File: src/rtl/wm_actuator_driver_if.sv
// Signal bundle between the washing-machine stage controller and the actuator driver.
// The controller side drives stage/supply; the driver side drives every actuator line.
interface wm_actuator_driver_if;
   logic [2:0] stage;
   logic       supply;
   logic       water_valve;
   logic       motor_en;
   logic       motor_dir;
   logic       motor_fast;
   logic       drain_pump;
   logic       door_lock;
   logic       buzzer;
   logic       fault;

   modport master (
      output stage, supply,
      input  water_valve, motor_en, motor_dir, motor_fast,
             drain_pump, door_lock, buzzer, fault
   );

   modport slave (
      input  stage, supply,
      output water_valve, motor_en, motor_dir, motor_fast,
             drain_pump, door_lock, buzzer, fault
   );
endinterface

File: src/rtl/wm_actuator_driver.sv
// Washing-machine actuator driver: maps the stage code onto registered actuator outputs,
// with drum agitation, spin-down door-lock hold-off, a timed buzzer and a sticky illegal-stage fault.
module wm_actuator_driver #(
   parameter int AGIT_PERIOD  = 2,
   parameter int UNLOCK_DELAY = 3,
   parameter int BUZZ_TIME    = 3,
   parameter int CNT_W        = 8
) (
   input logic                  clk,
   input logic                  rst,
   wm_actuator_driver_if.slave  bus
);

   typedef enum logic [2:0] {
      ST_IDLE  = 3'd0,
      ST_FILL  = 3'd1,
      ST_WASH  = 3'd2,
      ST_RINSE = 3'd3,
      ST_SPIN  = 3'd4,
      ST_DONE  = 3'd5
   } stage_e;

   localparam logic [CNT_W-1:0] AGIT_LAST   = CNT_W'(AGIT_PERIOD - 1);
   localparam logic [CNT_W-1:0] UNLOCK_LOAD = CNT_W'(UNLOCK_DELAY);
   localparam logic [CNT_W-1:0] BUZZ_LOAD   = CNT_W'(BUZZ_TIME);
   localparam logic [CNT_W-1:0] CNT_ONE     = CNT_W'(1);

   logic [2:0]       prev_stage_q, prev_stage_d;
   logic [CNT_W-1:0] agit_cnt_q, agit_cnt_d;
   logic [CNT_W-1:0] unlock_cnt_q, unlock_cnt_d;
   logic [CNT_W-1:0] buzz_cnt_q, buzz_cnt_d;
   logic             dir_q, dir_d;
   logic             lock_q, lock_d;
   logic             fault_q, fault_d;
   logic             valve_q, valve_d;
   logic             motor_en_q, motor_en_d;
   logic             fast_q, fast_d;
   logic             pump_q, pump_d;
   logic             buzz_q, buzz_d;
   logic             entry, in_lock, was_lock;

   // A power cut leaves every piece of state frozen and only drops the powered actuators.
   always_comb begin
      prev_stage_d = prev_stage_q;
      agit_cnt_d   = agit_cnt_q;
      unlock_cnt_d = unlock_cnt_q;
      buzz_cnt_d   = buzz_cnt_q;
      dir_d        = dir_q;
      lock_d       = lock_q;
      fault_d      = fault_q;
      valve_d      = 1'b0;
      motor_en_d   = 1'b0;
      fast_d       = 1'b0;
      pump_d       = 1'b0;
      buzz_d       = 1'b0;
      entry        = 1'b0;
      in_lock      = 1'b0;
      was_lock     = 1'b0;

      if (bus.supply) begin
         entry        = (bus.stage != prev_stage_q);
         in_lock      = (bus.stage >= ST_FILL) && (bus.stage <= ST_SPIN);
         was_lock     = (prev_stage_q >= ST_FILL) && (prev_stage_q <= ST_SPIN);
         prev_stage_d = bus.stage;
         if (bus.stage > ST_DONE)
            fault_d = 1'b1;

         if (in_lock) begin
            lock_d       = 1'b1;
            unlock_cnt_d = '0;
         end else if (was_lock) begin
            unlock_cnt_d = UNLOCK_LOAD;
            lock_d       = (UNLOCK_LOAD != '0);
         end else if (unlock_cnt_q != '0) begin
            unlock_cnt_d = unlock_cnt_q - CNT_ONE;
            lock_d       = (unlock_cnt_q != CNT_ONE);
         end else begin
            lock_d = 1'b0;
         end

         if ((bus.stage == ST_DONE) && entry)
            buzz_cnt_d = BUZZ_LOAD;
         else if (buzz_cnt_q != '0)
            buzz_cnt_d = buzz_cnt_q - CNT_ONE;

         // Agitation: hold each direction for AGIT_PERIOD cycles, restarting on every wash/rinse entry.
         if ((bus.stage == ST_WASH) || (bus.stage == ST_RINSE)) begin
            if (entry) begin
               agit_cnt_d = '0;
               dir_d      = 1'b0;
            end else if (agit_cnt_q == AGIT_LAST) begin
               agit_cnt_d = '0;
               dir_d      = ~dir_q;
            end else begin
               agit_cnt_d = agit_cnt_q + CNT_ONE;
            end
         end else begin
            agit_cnt_d = '0;
            dir_d      = 1'b0;
         end

         if (fault_d) begin
            agit_cnt_d = '0;
            dir_d      = 1'b0;
         end else begin
            case (bus.stage)
               ST_FILL:  valve_d = 1'b1;
               ST_WASH:  motor_en_d = 1'b1;
               ST_RINSE: begin
                  valve_d    = 1'b1;
                  motor_en_d = 1'b1;
               end
               ST_SPIN:  begin
                  motor_en_d = 1'b1;
                  fast_d     = 1'b1;
                  pump_d     = 1'b1;
               end
               default:  ;
            endcase
            buzz_d = (buzz_cnt_d != '0);
         end
      end
   end

   always_ff @(posedge clk or posedge rst) begin
      if (rst) begin
         prev_stage_q <= ST_IDLE;
         agit_cnt_q   <= '0;
         unlock_cnt_q <= '0;
         buzz_cnt_q   <= '0;
         dir_q        <= 1'b0;
         lock_q       <= 1'b0;
         fault_q      <= 1'b0;
         valve_q      <= 1'b0;
         motor_en_q   <= 1'b0;
         fast_q       <= 1'b0;
         pump_q       <= 1'b0;
         buzz_q       <= 1'b0;
      end else begin
         prev_stage_q <= prev_stage_d;
         agit_cnt_q   <= agit_cnt_d;
         unlock_cnt_q <= unlock_cnt_d;
         buzz_cnt_q   <= buzz_cnt_d;
         dir_q        <= dir_d;
         lock_q       <= lock_d;
         fault_q      <= fault_d;
         valve_q      <= valve_d;
         motor_en_q   <= motor_en_d;
         fast_q       <= fast_d;
         pump_q       <= pump_d;
         buzz_q       <= buzz_d;
      end
   end

   assign bus.water_valve = valve_q;
   assign bus.motor_en    = motor_en_q;
   assign bus.motor_dir   = dir_q;
   assign bus.motor_fast  = fast_q;
   assign bus.drain_pump  = pump_q;
   assign bus.door_lock   = lock_q;
   assign bus.buzzer      = buzz_q;
   assign bus.fault       = fault_q;

endmodule
File: src/flat_wrapper.sv
// flat-port wrapper written by rule: the top's interface ports become plain ports
module wm_actuator_driver_flat 
#(
   parameter int AGIT_PERIOD  = 2,
   parameter int UNLOCK_DELAY = 3,
   parameter int BUZZ_TIME    = 3,
   parameter int CNT_W        = 8
)
  (clk, rst, bus_stage, bus_supply, bus_water_valve, bus_motor_en, bus_motor_dir, bus_motor_fast, bus_drain_pump, bus_door_lock, bus_buzzer, bus_fault);
  wm_actuator_driver_if bus_i ();
  input logic clk;
  input logic rst;
  input wire logic [$bits(bus_i.stage)-1:0] bus_stage;
  input wire logic [$bits(bus_i.supply)-1:0] bus_supply;
  output wire logic [$bits(bus_i.water_valve)-1:0] bus_water_valve;
  output wire logic [$bits(bus_i.motor_en)-1:0] bus_motor_en;
  output wire logic [$bits(bus_i.motor_dir)-1:0] bus_motor_dir;
  output wire logic [$bits(bus_i.motor_fast)-1:0] bus_motor_fast;
  output wire logic [$bits(bus_i.drain_pump)-1:0] bus_drain_pump;
  output wire logic [$bits(bus_i.door_lock)-1:0] bus_door_lock;
  output wire logic [$bits(bus_i.buzzer)-1:0] bus_buzzer;
  output wire logic [$bits(bus_i.fault)-1:0] bus_fault;
  assign bus_i.stage = bus_stage;
  assign bus_i.supply = bus_supply;
  assign bus_water_valve = bus_i.water_valve;
  assign bus_motor_en = bus_i.motor_en;
  assign bus_motor_dir = bus_i.motor_dir;
  assign bus_motor_fast = bus_i.motor_fast;
  assign bus_drain_pump = bus_i.drain_pump;
  assign bus_door_lock = bus_i.door_lock;
  assign bus_buzzer = bus_i.buzzer;
  assign bus_fault = bus_i.fault;
  wm_actuator_driver #(.AGIT_PERIOD(AGIT_PERIOD), .UNLOCK_DELAY(UNLOCK_DELAY), .BUZZ_TIME(BUZZ_TIME), .CNT_W(CNT_W)) u_core (.clk(clk), .rst(rst), .bus(bus_i));
endmodule
File: config.mk
export PLATFORM = sky130hd
export DESIGN_NAME = wm_actuator_driver_flat
export DESIGN_NICKNAME = d
export VERILOG_FILES = /design/src/rtl/wm_actuator_driver_if.sv /design/src/rtl/wm_actuator_driver.sv /design/src/flat_wrapper.sv
export SDC_FILE = /design/constraint.sdc
export NUM_CORES = 1
export LEC_CHECK = 0
export CORE_UTILIZATION = 37
export DETAILED_ROUTE_END_ITERATION = 6
export PLACE_DENSITY = 0.64
export SLEW_MARGIN = 25
export SYNTH_ARGS = -nofsm -noshare
export SYNTH_HDL_FRONTEND = slang
export SYNTH_SLANG_ARGS = --single-unit
export TNS_END_PERCENT = 50
File: constraint.sdc
create_clock -name clk -period 1.7 [get_ports clk]
set_input_delay 0.255 -clock clk [delete_from_list [all_inputs] [get_ports clk]]
set_output_delay 0.255 -clock clk [all_outputs]
set_load 0.03 [all_outputs]
Yosys cells after proc, flatten, opt, wreduce, memory -nomap -nowiden
Cells that the tools add are included.
- bits in latches: 0
- bits in read-only memories: 0
- bits in registers: 34
- memories: 0
- RAM bits: 0
- order comparisons: 5
- bitwise logic cells: 1
- divide/modulo/power cells: 0
- reduce and logical (&&, ||, !) cells: 12
- shift-type cells: 0
- eq/ne operators: 9
- add/sub/neg operators: 3
- multiply operators: 0
- muxes and demuxes: 30
- operators with widths (kind ; number):
    two-way mux 8 bit ; 10
    nonzero test 8 bit ; 3
    two-way mux 1 bit ; 20
    subtractor 8 x 1 -> 8 bit (second input constant) ; 2
    adder 8 x 1 -> 8 bit (second input constant) ; 1
    == test 8 x 1 -> 1 bit (second input constant) ; 1
    inequality test 8 x 1 -> 1 bit (second input constant) ; 1
    == test 3 x 2 -> 1 bit (second input constant) ; 2
    == test 3 bit (second input constant) ; 2
    greater-or-equal comparator 3 x 1 -> 1 bit (second input constant) ; 2
    less-or-equal comparator 3 bit (second input constant) ; 2
    inequality test 4 x 2 -> 1 bit (second input constant) ; 1
    AND reduction 2 bit ; 2
    == test 3 x 1 -> 1 bit (second input constant) ; 1
    > comparator 3 bit (second input constant) ; 1
    logical AND 1 bit ; 3
    inequality test 3 bit ; 1
    nonzero test 3 bit ; 1
    OR reduction 3 bit ; 1
    OR reduction 2 bit ; 1
    logical OR 1 bit ; 1
    NOT 1 bit ; 1

Logic depth before layout (Yosys ltp)
Gate-level depths: netlist of run 1.
- depth in word-level cells: 7
- depth in mapped cells: 6
- mapped depth without buffers: 6

Worst setup path before layout of run 1
No wires, ideal clock.
- path kind: register -> register
- start: reg u_core.prev_stage_q[2]
- end: reg u_core.unlock_cnt_q[0]
- library setup time: 0.125 ns
- cell stages (with the launch flop): 6
- clock period less this slack: 1.856 ns
- arrival time: 1.732 ns
- path slack: -0.156 ns
- cells stage by stage: dfrtp_1 or3_1 a2bb2o_4 buf_6 o31ai_4 mux2_2
- cells in the longest elaborated chain, start to end: 4
- elaborated cells on any way between the ends: 7
- those cells by class: 2 x order compare; 2 x mux; 3 x reduce/logical
- ends and longest elaborated chain (element ; line ; RTL):
    from (decl) ; wm_actuator_driver.sv:28 ; logic [2:0] prev_stage_q, prev_stage_d;
    from (signal assigned) ; wm_actuator_driver.sv:140 ; prev_stage_q <= prev_stage_d;
    greater-or-equal comparator 3 x 1 -> 1 bit or less-or-equal comparator 3 bit (tied branches) ; wm_actuator_driver.sv:63 ; was_lock = (prev_stage_q >= ST_FILL) && (prev_stage_q <= ST_SPIN);
    logical AND 1 bit * ; wm_actuator_driver.sv:63 ;
    nonzero test 3 bit (no line) or two-way mux 8 bit (tied branches) ; - ;
    AND reduction 2 bit (no line) or two-way mux 8 bit (tied branches) ; - ;
    to (signal assigned) ; wm_actuator_driver.sv:142 ; unlock_cnt_q <= unlock_cnt_d;
    to (decl) ; wm_actuator_driver.sv:30 ; logic [CNT_W-1:0] unlock_cnt_q, unlock_cnt_d;
Mark *: on every way between the ends. The rest lies on a longest branch, timed or not.
A chain may end at the register's enable or synchronous reset.

Worst setup path after layout of run 1
- start: reg u_core.unlock_cnt_q[0]
- end: reg u_core.unlock_cnt_q[1]
- cells in the longest elaborated chain, start to end: 4
- elaborated cells on any way between the ends: 7
- those cells by class: 1 x add/sub; 3 x mux; 3 x reduce/logical
- ends and longest elaborated chain (element ; line ; RTL):
    subtractor 8 x 1 -> 8 bit ; wm_actuator_driver.sv:75 ; unlock_cnt_d = unlock_cnt_q - CNT_ONE;
    two-way mux 8 bit ; wm_actuator_driver.sv:74 ; end else if (unlock_cnt_q != '0) begin
    two-way mux 8 bit ; wm_actuator_driver.sv:71 ; end else if (was_lock) begin
    two-way mux 8 bit ; wm_actuator_driver.sv:68 ; if (in_lock) begin
Several ways; a longest one is shown, not always the timed one. The select of a mux whose other input is x is not followed.

==> results of run 1 <==
==> synth_stat cells (3+ instances only) <==
cell type	number
mux2_2	6
nand2_1	11
o21ai_0	11
a32o_1	5
mux2i_1	3
nand3_1	4
buf_2	3
o31ai_1	5
ha_1	6
nor4_1	8
o2bb2ai_1	4
nor2_1	21
inv_1	11
dfrtp_1	34
nor3_1	12
xnor2_1	3
a21oi_1	7
clkbuf_1	3
==> layout by cell type (no fill, tap or decap), types with 5 or more instances in the layout <==
| cell | synthesis | routed |
|---|---|---|
| buf_4 | 1 | 45 |
| dfrtp_1 | 34 | 34 |
| nor2_1 | 21 | 19 |
| clkdlybuf4s50_1 | 0 | 12 |
| nand2_1 | 11 | 11 |
| inv_1 | 11 | 8 |
| o21ai_0 | 11 | 8 |
| nor3_1 | 12 | 7 |
| nor4_1 | 8 | 6 |
| a21oi_1 | 7 | 6 |
| nor3_2 | 0 | 5 |
| o31ai_1 | 5 | 5 |
| a32o_1 | 5 | 5 |
| clkbuf_8 | 0 | 5 |
==> area by class of cell <==
class / count / area [um2] / share of cell area
Inverter: 11 / 41.3 / 0.0152
Multi-Input combinational cell: 148 / 1160 / 0.428
Sequential cell: 34 / 851 / 0.314
Clock buffer: 7 / 76.3 / 0.0282
Tap cell: 70 / 87.6 / 0.0323
Timing Repair Buffer: 60 / 493 / 0.182
==> timing repair <==
action	4_1_cts	5_1_grt
setup buffers	0	1
setup endpoints to repair	10	24
gates resized for setup	7	23
hold buffers	0	0
pin swaps	4	5
==> state kept, by name, summed over array words and instances (netlist names) <==
signal and count:
u_core.agit_cnt_q 8, u_core.buzz_cnt_q 8, u_core.unlock_cnt_q 8, u_core.prev_stage_q 3, u_core.bus.buzzer 1, u_core.bus.door_lock 1, u_core.bus.fault 1, u_core.bus.motor_dir 1
u_core.bus.motor_en 1, u_core.bus.motor_fast 1, u_core.bus.water_valve 1
==> where the power goes <==
group          internal [W]  switching, W  leakage [nW]
Combinational      0.000689      0.000612         0.699
Clock              0.000282      0.000278        0.0383
Sequential         0.000935      0.000134         0.440
Total               0.00191       0.00102          1.18
==> kinds of logic (layout without fill, tap and decap cells) <==
group           after synthesis  count (layout)  synth area share
buf+inv                      21              78            0.0511
flops                        34              34             0.429
simple gates                 79              79             0.223
compound gates               49              49             0.189
mux                           9               9            0.0492
xor+xnor                      5               5            0.0221
fa+ha+maj                     6               6            0.0378
==> worst max-delay path, delay by kind of cell, from the launching register on <==
family | cells | cell delay (ns)
buffers and inverters | 1 | 0.07
multiplexers | 1 | 0.32
adder cells (fa/ha/maj) | 1 | 0.19
AO/OA/AOI/OAI | 1 | 0.23
flip-flops | 1 | 0.40
AND/OR/NAND/NOR | 1 | 0.41
==> per-layer routing <==
metal  vias to the layer above  GRT usage  share of wire
met3                         6     0.0361          0.026
li1                        863          -              -
met5                         -          0              0
met4                         0     0.0679          0.016
met1                       860      0.243           0.49
met2                        26      0.286           0.47
==> per-stage QoR <==
step | total power [W] | setup WS (ns) | TNS (ns) | cells | hold WS [ns]
3_3_place_gp | 0.00222 | -0.239 | -4.10 | 322 | 0.513
2_1_floorplan | 0.00175 | -0.0772 | -0.184 | 203 | 0.397
4_1_cts | 0.00284 | -0.0399 | -0.115 | 329 | 0.384
6_report | 0.00293 | -0.0356 | -0.0717 | 330 | 0.296
5_1_grt | 0.00312 | -0.0730 | -0.545 | 330 | 0.329
3_5_place_dp | 0.00224 | -0.261 | -4.77 | 322 | 0.518
==> path summary, 6_finish.rpt <==
| check | startpoint | endpoint | slack, ns |
|---|---|---|---|
| max | u_core.unlock_cnt_q[0]$_DFFE_PP0P_ | u_core.unlock_cnt_q[1]$_DFFE_PP0P_ | -0.04 |
| min | bus_stage[0] | u_core.bus.motor_fast$_DFF_PP0_ | 0.30 |
| max in group asynchronous | rst | u_core.buzz_cnt_q[2]$_DFFE_PP0P_ | 1.03 |
| max reg2reg | u_core.unlock_cnt_q[0]$_DFFE_PP0P_ | u_core.unlock_cnt_q[1]$_DFFE_PP0P_ | -0.04 |
| min in group asynchronous | rst | u_core.agit_cnt_q[7]$_DFFE_PP0P_ | 0.37 |
| min reg2reg | u_core.bus.fault$_DFFE_PP0P_ | u_core.bus.motor_fast$_DFF_PP0_ | 0.52 |
==> impl_metrics.csv, run 1 <==
group,metric,value,unit
sta,timing_hold_violations_final,0,
logic_synthesis,synth.distinct_cells,53,
sta,rsz0062_at_grt,"yes",
logic_synthesis,synth_enable_flop_cells,0,
logic_synthesis,post_synth_inst_count,203,
sta,max-slew-margin-rel,0.715,
critical_path,crit_chain,"inv_1, ha_2, or3b_4, o31ai_4, mux2_4",
power,max-vdd-ir-drop,491,uV
sta,tightest_slew,0.427,ns
placement,place.gp.congestion,0.823,
cells_and_area,final_antenna_diode_count,0,
clock_network,cts_num_sinks,34,
logic_synthesis,synth.net_count,215,
routing,detailroute.via_count,1755,
routing,routed_wl,4560,um
routing,dr.first_iter.drc_count,144,
logic_synthesis,synthFlopType,"dfrtp_1",
flow_run,cap_viol_max_count,0,
sta,setup_viol,4,
sta,timing.final.crit_share,1.02,
routing,detail-route-antenna-nets,0,
floorplan,num_rows,26,
placement,buffer_ports.inserted,13,
floorplan,io_pins,14,
logic_synthesis,async_s_r_ff_share_synth,1.00,
power,p_leak,1.18,nW
logic_synthesis,synth_largest_type_area_fraction,0.429,
critical_path,worst_path_max_delay_cell,"or3b_4",
critical_path,cp_data_required_time,1.87,ns
clock_network,worst_path_clk_slew,0.06,ns
logic_synthesis,ys_seq_elements,34,
floorplan,die_w,75.2,um
floorplan,coreArea,5140,um2
global_routing,pin_count_of_the_biggest_net_entering_global_routing,35,
clock_network,cts-htree-levels,2,
critical_path,timing_worst_setup_path_type,"register to register",
run_status,violations_in_the_final_reports,"setup timing",
routing,drc,0,
logic_synthesis,yosysTopAreaCell,"dfrtp_1",
global_routing,globalRouteOverflowTotal,0,
logic_synthesis,netlist_area_before_placement,1980,um2
critical_path,critPathLaunchType,"register",
sta,slew_limit_fails,0,
placement,post-dp-hpwl,3250,um
floorplan,dieArea,5660,um2
routing,route.detailed.vias_per_inst,5.32,
floorplan,die_h,75.2,um
hold_path,hold_class,"input port to register",
cells_and_area,drive_gt1_frac,0.354,
cells_and_area,finish.net_count,272,
logic_synthesis,yosys_warnings,0,
cells_and_area,finish.utilization,0.527,
placement,placed_instance_area,2510,um2
sta,final_critical_path_setup_slack,-0.0356,ns
hold_path,holdPathStages,2,
logic_synthesis,synth_area_per_cell,9.78,um2
global_routing,groute.usage.overall,0.180,
logic_synthesis,synth.yosys.seq_area_share,0.429,
sta,skew,0.00463,ns
clock_network,clk_latency,0.28,ns
sta,max_clock_freq,0.576,GHz
global_routing,grt_first_pass_wirelength,7630,um
clock_network,cts-buffers-inserted,5,
floorplan,floorplan.initialDensity,0.386,
global_routing,antenna_found_initial,0,
critical_path,slowest_delay,0.41,ns
run_status,run_status,"finished, violations left",
power,power_per_cell_area,1080,nW/um2
critical_path,worst-r2r-cell-count,5,
cells_and_area,layout.cell_area.non_filler,2710,um2
critical_path,worst-endpoint-arrival,1.90,ns
sta,min_period,1.74,ns
cells_and_area,syn_to_final_growth,36.5,%
critical_path,crit_path_max_fanout,3,
logic_synthesis,synth_area_leaders,"dfrtp_1 43%, nor2_1 4.0%, ha_1 3.8%",
clock_network,cts_max_path_buffers,2,
clock_network,tritoncts,"built",
global_routing,grt_pass1_vias,1661,
critical_path,element_type_at_the_critical_path_end,"register",
routing,detail_route.wl_per_cell,13.8,um
routing,drt_first_pass_iters,4,
cells_and_area,fillCellCount,487,
clock_network,cts_root_buf,"clkbuf_8",
Note: power is estimated with default switching activity, not from simulation.
==> inputs of run 2 (changes only) <==
--- a/config.mk
+++ b/config.mk
@@ -5,9 +5,10 @@
 export SDC_FILE = /design/constraint.sdc
 export NUM_CORES = 1
 export LEC_CHECK = 0
+export ABC_AREA = 1
 export CORE_UTILIZATION = 37
 export DETAILED_ROUTE_END_ITERATION = 6
-export PLACE_DENSITY = 0.64
+export PLACE_DENSITY = 0.65
 export SLEW_MARGIN = 25
 export SYNTH_ARGS = -nofsm -noshare
 export SYNTH_HDL_FRONTEND = slang
==> run 2 against run 1 <==
Against the previous run: the run now ends clean; clock power grew 9.8%; hold slack gained 0.075 ns; register-to-register slack gained 0.19 ns; wire length shrank 11%; synthesized cell count grew 25%; critical path depth grew 5.
==> impl_metrics.csv, run 2 <==
group,metric,value,unit
run_status,run_status,"complete, no violations",
clock_network,cts_num_sinks,34,
logic_synthesis,netlist_area_before_placement,1950,um2
routing,route.detailed.vias_per_inst,4.73,
logic_synthesis,yosysTopAreaCell,"dfrtp_1",
critical_path,cpLargestDelayFamily,"buffers and inverters",
sta,tightest_slew,0.439,ns
logic_synthesis,synthFlopType,"dfrtp_1",
floorplan,dieArea,5570,um2
critical_path,critPathLaunchType,"input port",
placement,dp_slack,-0.261,ns
clock_network,worst_path_clk_slew,0.07,ns
cells_and_area,most-common-layout-cells,"50 x nand2_1, 34 x dfrtp_1, 29 x buf_4",
power,intPower,0.00195,W
hold_path,hold_class,"input port to asynchronous set/reset pin",
placement,place.detailed.instances,359,
clock_network,clk_latency,0.28,ns
cells_and_area,post_route_non_filler_standard_cell_count,369,
sta,max_clock_freq,0.627,GHz
routing,detail_route.wl_per_cell,11.0,um
critical_path,worst_path_max_delay_cell,"clkdlybuf4s50_1",
placement,place.gp.congestion,0.790,
cells_and_area,drive_gt1_frac,0.217,
logic_synthesis,post_synth_inst_count,253,
floorplan,die_w,74.7,um
power,clkPwrFrac,0.190,
cells_and_area,total_area_of_multi_input_combinational_cells,1010,um2
cells_and_area,regArea,851,um2
power,p_leak,1.21,nW
clock_network,cts-htree-levels,2,
power,netSwitchingFraction,0.396,
clock_network,cts_max_path_buffers,2,
logic_synthesis,ys_seq_elements,34,
floorplan,coreArea,5110,um2
critical_path,worst-endpoint-arrival,1.78,ns
sta,timing.final.crit_share,0.939,
sta,final_critical_path_setup_slack,0.104,ns
sta,setup_viol,0,
logic_synthesis,post-synth-top-count-cell,"nand2_1",
floorplan,num_rows,26,
power,power_per_cell_area,1280,nW/um2
cells_and_area,final_antenna_diode_count,0,
cells_and_area,finish.net_count,310,
cells_and_area,syn_to_final_growth,29.1,%
logic_synthesis,synth.distinct_cells,31,
floorplan,die_h,74.7,um
power,finalPower,0.00324,W
flow_run,cap_viol_max_count,0,
cells_and_area,fillCellCount,506,
critical_path,regToRegEndpoint,"u_core.unlock_cnt_q[0]$_DFFE_PP0P_",
routing,routed_wl,4050,um
clock_network,cts_root_buf,"clkbuf_8",
logic_synthesis,async_s_r_ff_share_synth,1.00,
placement,post-dp-hpwl,3030,um
power,power.share.combinational,0.460,
sta,skew,0.00620,ns
sta,max-slew-margin-rel,0.707,
power,max-vdd-ir-drop,456,uV
placement,buffer_ports.inserted,13,
routing,drt_first_pass_iters,4,
critical_path,crit_path_max_fanout,10,
critical_path,slowest_delay,0.50,ns
logic_synthesis,yosys_warnings,0,
critical_path,regToRegStartpoint,"u_core.unlock_cnt_q[0]$_DFFE_PP0P_",
critical_path,cp_data_required_time,1.88,ns
clock_network,tritoncts,"built",
cells_and_area,regs_by_ff_count,"u_core.agit_cnt_q: 8 flops, u_core.buzz_cnt_q: 8 flops, u_core.unlock_cnt_q: 8 flops",
routing,dr.first_iter.drc_count,112,
power,net-switching-power,0.00128,W
cells_and_area,final_common_cell,"nand2_1",
critical_path,worst-r2r-cell-count,8,
routing,drc,0,
critical_path,timing_worst_setup_path_type,"input port to register",
floorplan,io_pins,14,
critical_path,element_type_at_the_critical_path_end,"register",
global_routing,globalRouteOverflowTotal,0,
global_routing,grt_first_pass_wirelength,7270,um
logic_synthesis,synth_top_cells_by_count,"55 x nand2_1, 34 x dfrtp_1, 29 x inv_1",
global_routing,groute.usage.overall,0.171,
global_routing,pin_count_of_the_biggest_net_entering_global_routing,35,
floorplan,floorplan.initialDensity,0.382,
logic_synthesis,synth_enable_flop_cells,0,
sta,min_period,1.60,ns
logic_synthesis,synth_area_per_cell,7.72,um2
routing,detailroute.via_count,1745,
logic_synthesis,synth_largest_type_area_fraction,0.436,
logic_synthesis,synth.yosys.seq_area_share,0.436,
critical_path,crit_chain,"clkdlybuf4s50_1, buf_4, nor3_2, nor2_4, nand2_2, o21ai_4, inv_4, o21ai_2, nand2_1, inv_1",
logic_synthesis,synth.net_count,265,
power,share_seq_of_total_power,0.351,
global_routing,antenna_found_initial,0,
sta,slew_limit_fails,0,
sta,timing_hold_violations_final,0,
global_routing,grt_pass1_vias,1681,
clock_network,cts-buffers-inserted,5,
logic_synthesis,synth_area_leaders,"dfrtp_1 44%, nand2_1 11%, nand3_1 6.7%",
critical_path,worst-r2r-setup-slack,0.15,ns
critical_path,cp_num_buf_inv,4,
routing,detail-route-antenna-nets,0,
run 2: cell count changes after synthesis, moves of 4 or more:
cell	change
inv_2	+4
o31ai_1	-5
nor4_1	-7
nand3_1	+22
inv_1	+18
o2bb2ai_1	-4
o21ai_1	+18
a32o_1	-5
nand2_1	+44
nor2_1	+7
mux2_2	-6
nor3_1	-8
run 2: what timing repair did:
| item | in CTS | in global routing |
|---|---|---|
| setup endpoints to repair | 0 | 21 |
| buffers inserted | 0 | 2 |
| hold buffers | 0 | 0 |
| resized for setup | 0 | 20 |
run 2: routing by layer:
metal	track usage	share of wire	up-vias
li1	-	-	905
met1	0.221	0.49	815
met2	0.287	0.48	21
met3	0.0361	0.022	4
met4	0.0503	0.011	0
met5	0	0	-
run 2: power by group through the flow:
stage               registers [W]  logic (W)  clock network, W
finish                    0.00113    0.00149          0.000614
CTS                       0.00111    0.00141          0.000640
global placement          0.00112    0.00138                 0
detailed placement        0.00112    0.00140                 0
global route              0.00115    0.00171          0.000689
floorplan                 0.00113   0.000940                 0
run 2: worst max path at each step:
stage / startpoint / endpoint / slack, ns / depth (start not counted)
3_3_place_gp: bus_stage[1] / u_core.bus.buzzer$_DFF_PP0_ / -0.27 / 11
3_5_place_dp: bus_stage[1] / u_core.bus.buzzer$_DFF_PP0_ / -0.26 / 11
4_1_cts: u_core.unlock_cnt_q[0]$_DFFE_PP0P_ / u_core.unlock_cnt_q[0]$_DFFE_PP0P_ / 0.01 / 8
5_1_grt: u_core.unlock_cnt_q[0]$_DFFE_PP0P_ / u_core.unlock_cnt_q[4]$_DFFE_PP0P_ / -0.005 / 8
2_1_floorplan: u_core.unlock_cnt_q[0]$_DFFE_PP0P_ / u_core.unlock_cnt_q[0]$_DFFE_PP0P_ / 0.13 / 8
6_report: bus_stage[1] / u_core.unlock_cnt_q[7]$_DFFE_PP0P_ / 0.10 / 10
run 2: logic make-up after synthesis:
| logic type | after synthesis | synth area share |
|---|---|---|
| and+or+nand+nor | 125 | 0.284 |
| AOI/OAI and AO/OA | 40 | 0.116 |
| buffers and inverters | 38 | 0.0762 |
| DFF | 34 | 0.436 |
| xor gates and xnor gates | 9 | 0.0442 |
| adders and majority gates | 6 | 0.0384 |
| muxes | 1 | 0.00513 |
run 2: through the flow:
step | cell area [um2] | hold WS [ns] | util | TNS, ns
2_1_floorplan | 1950 | 0.328 | - | 0
4_1_cts | 2450 | 0.386 | 0.479 | 0
6_report | 2520 | 0.371 | 0.494 | 0
3_3_place_gp | 2350 | 0.484 | 0.461 | -2.63
5_1_grt | 2520 | 0.410 | 0.494 | -0.00566
3_5_place_dp | 2350 | 0.492 | 0.461 | -3.29
run 2: cell type report:
type	instances	area share
multi-input cells	181	0.401
flip-flops and latches	34	0.337
repair buffers	42	0.139
inverters	34	0.0516
well taps	70	0.0347
clock buffers	7	0.0342
clock inverters	1	0.00199
run 2: worst register-to-register path, cell delays in order, from the launching register on:
cell	delay (ns)
dfrtp_1	0.39
inv_2	0.09
ha_2	0.19
nor3b_4	0.22
nand2_2	0.09
o21ai_4	0.22
inv_4	0.10
o211ai_2	0.07
o21ai_1	0.08
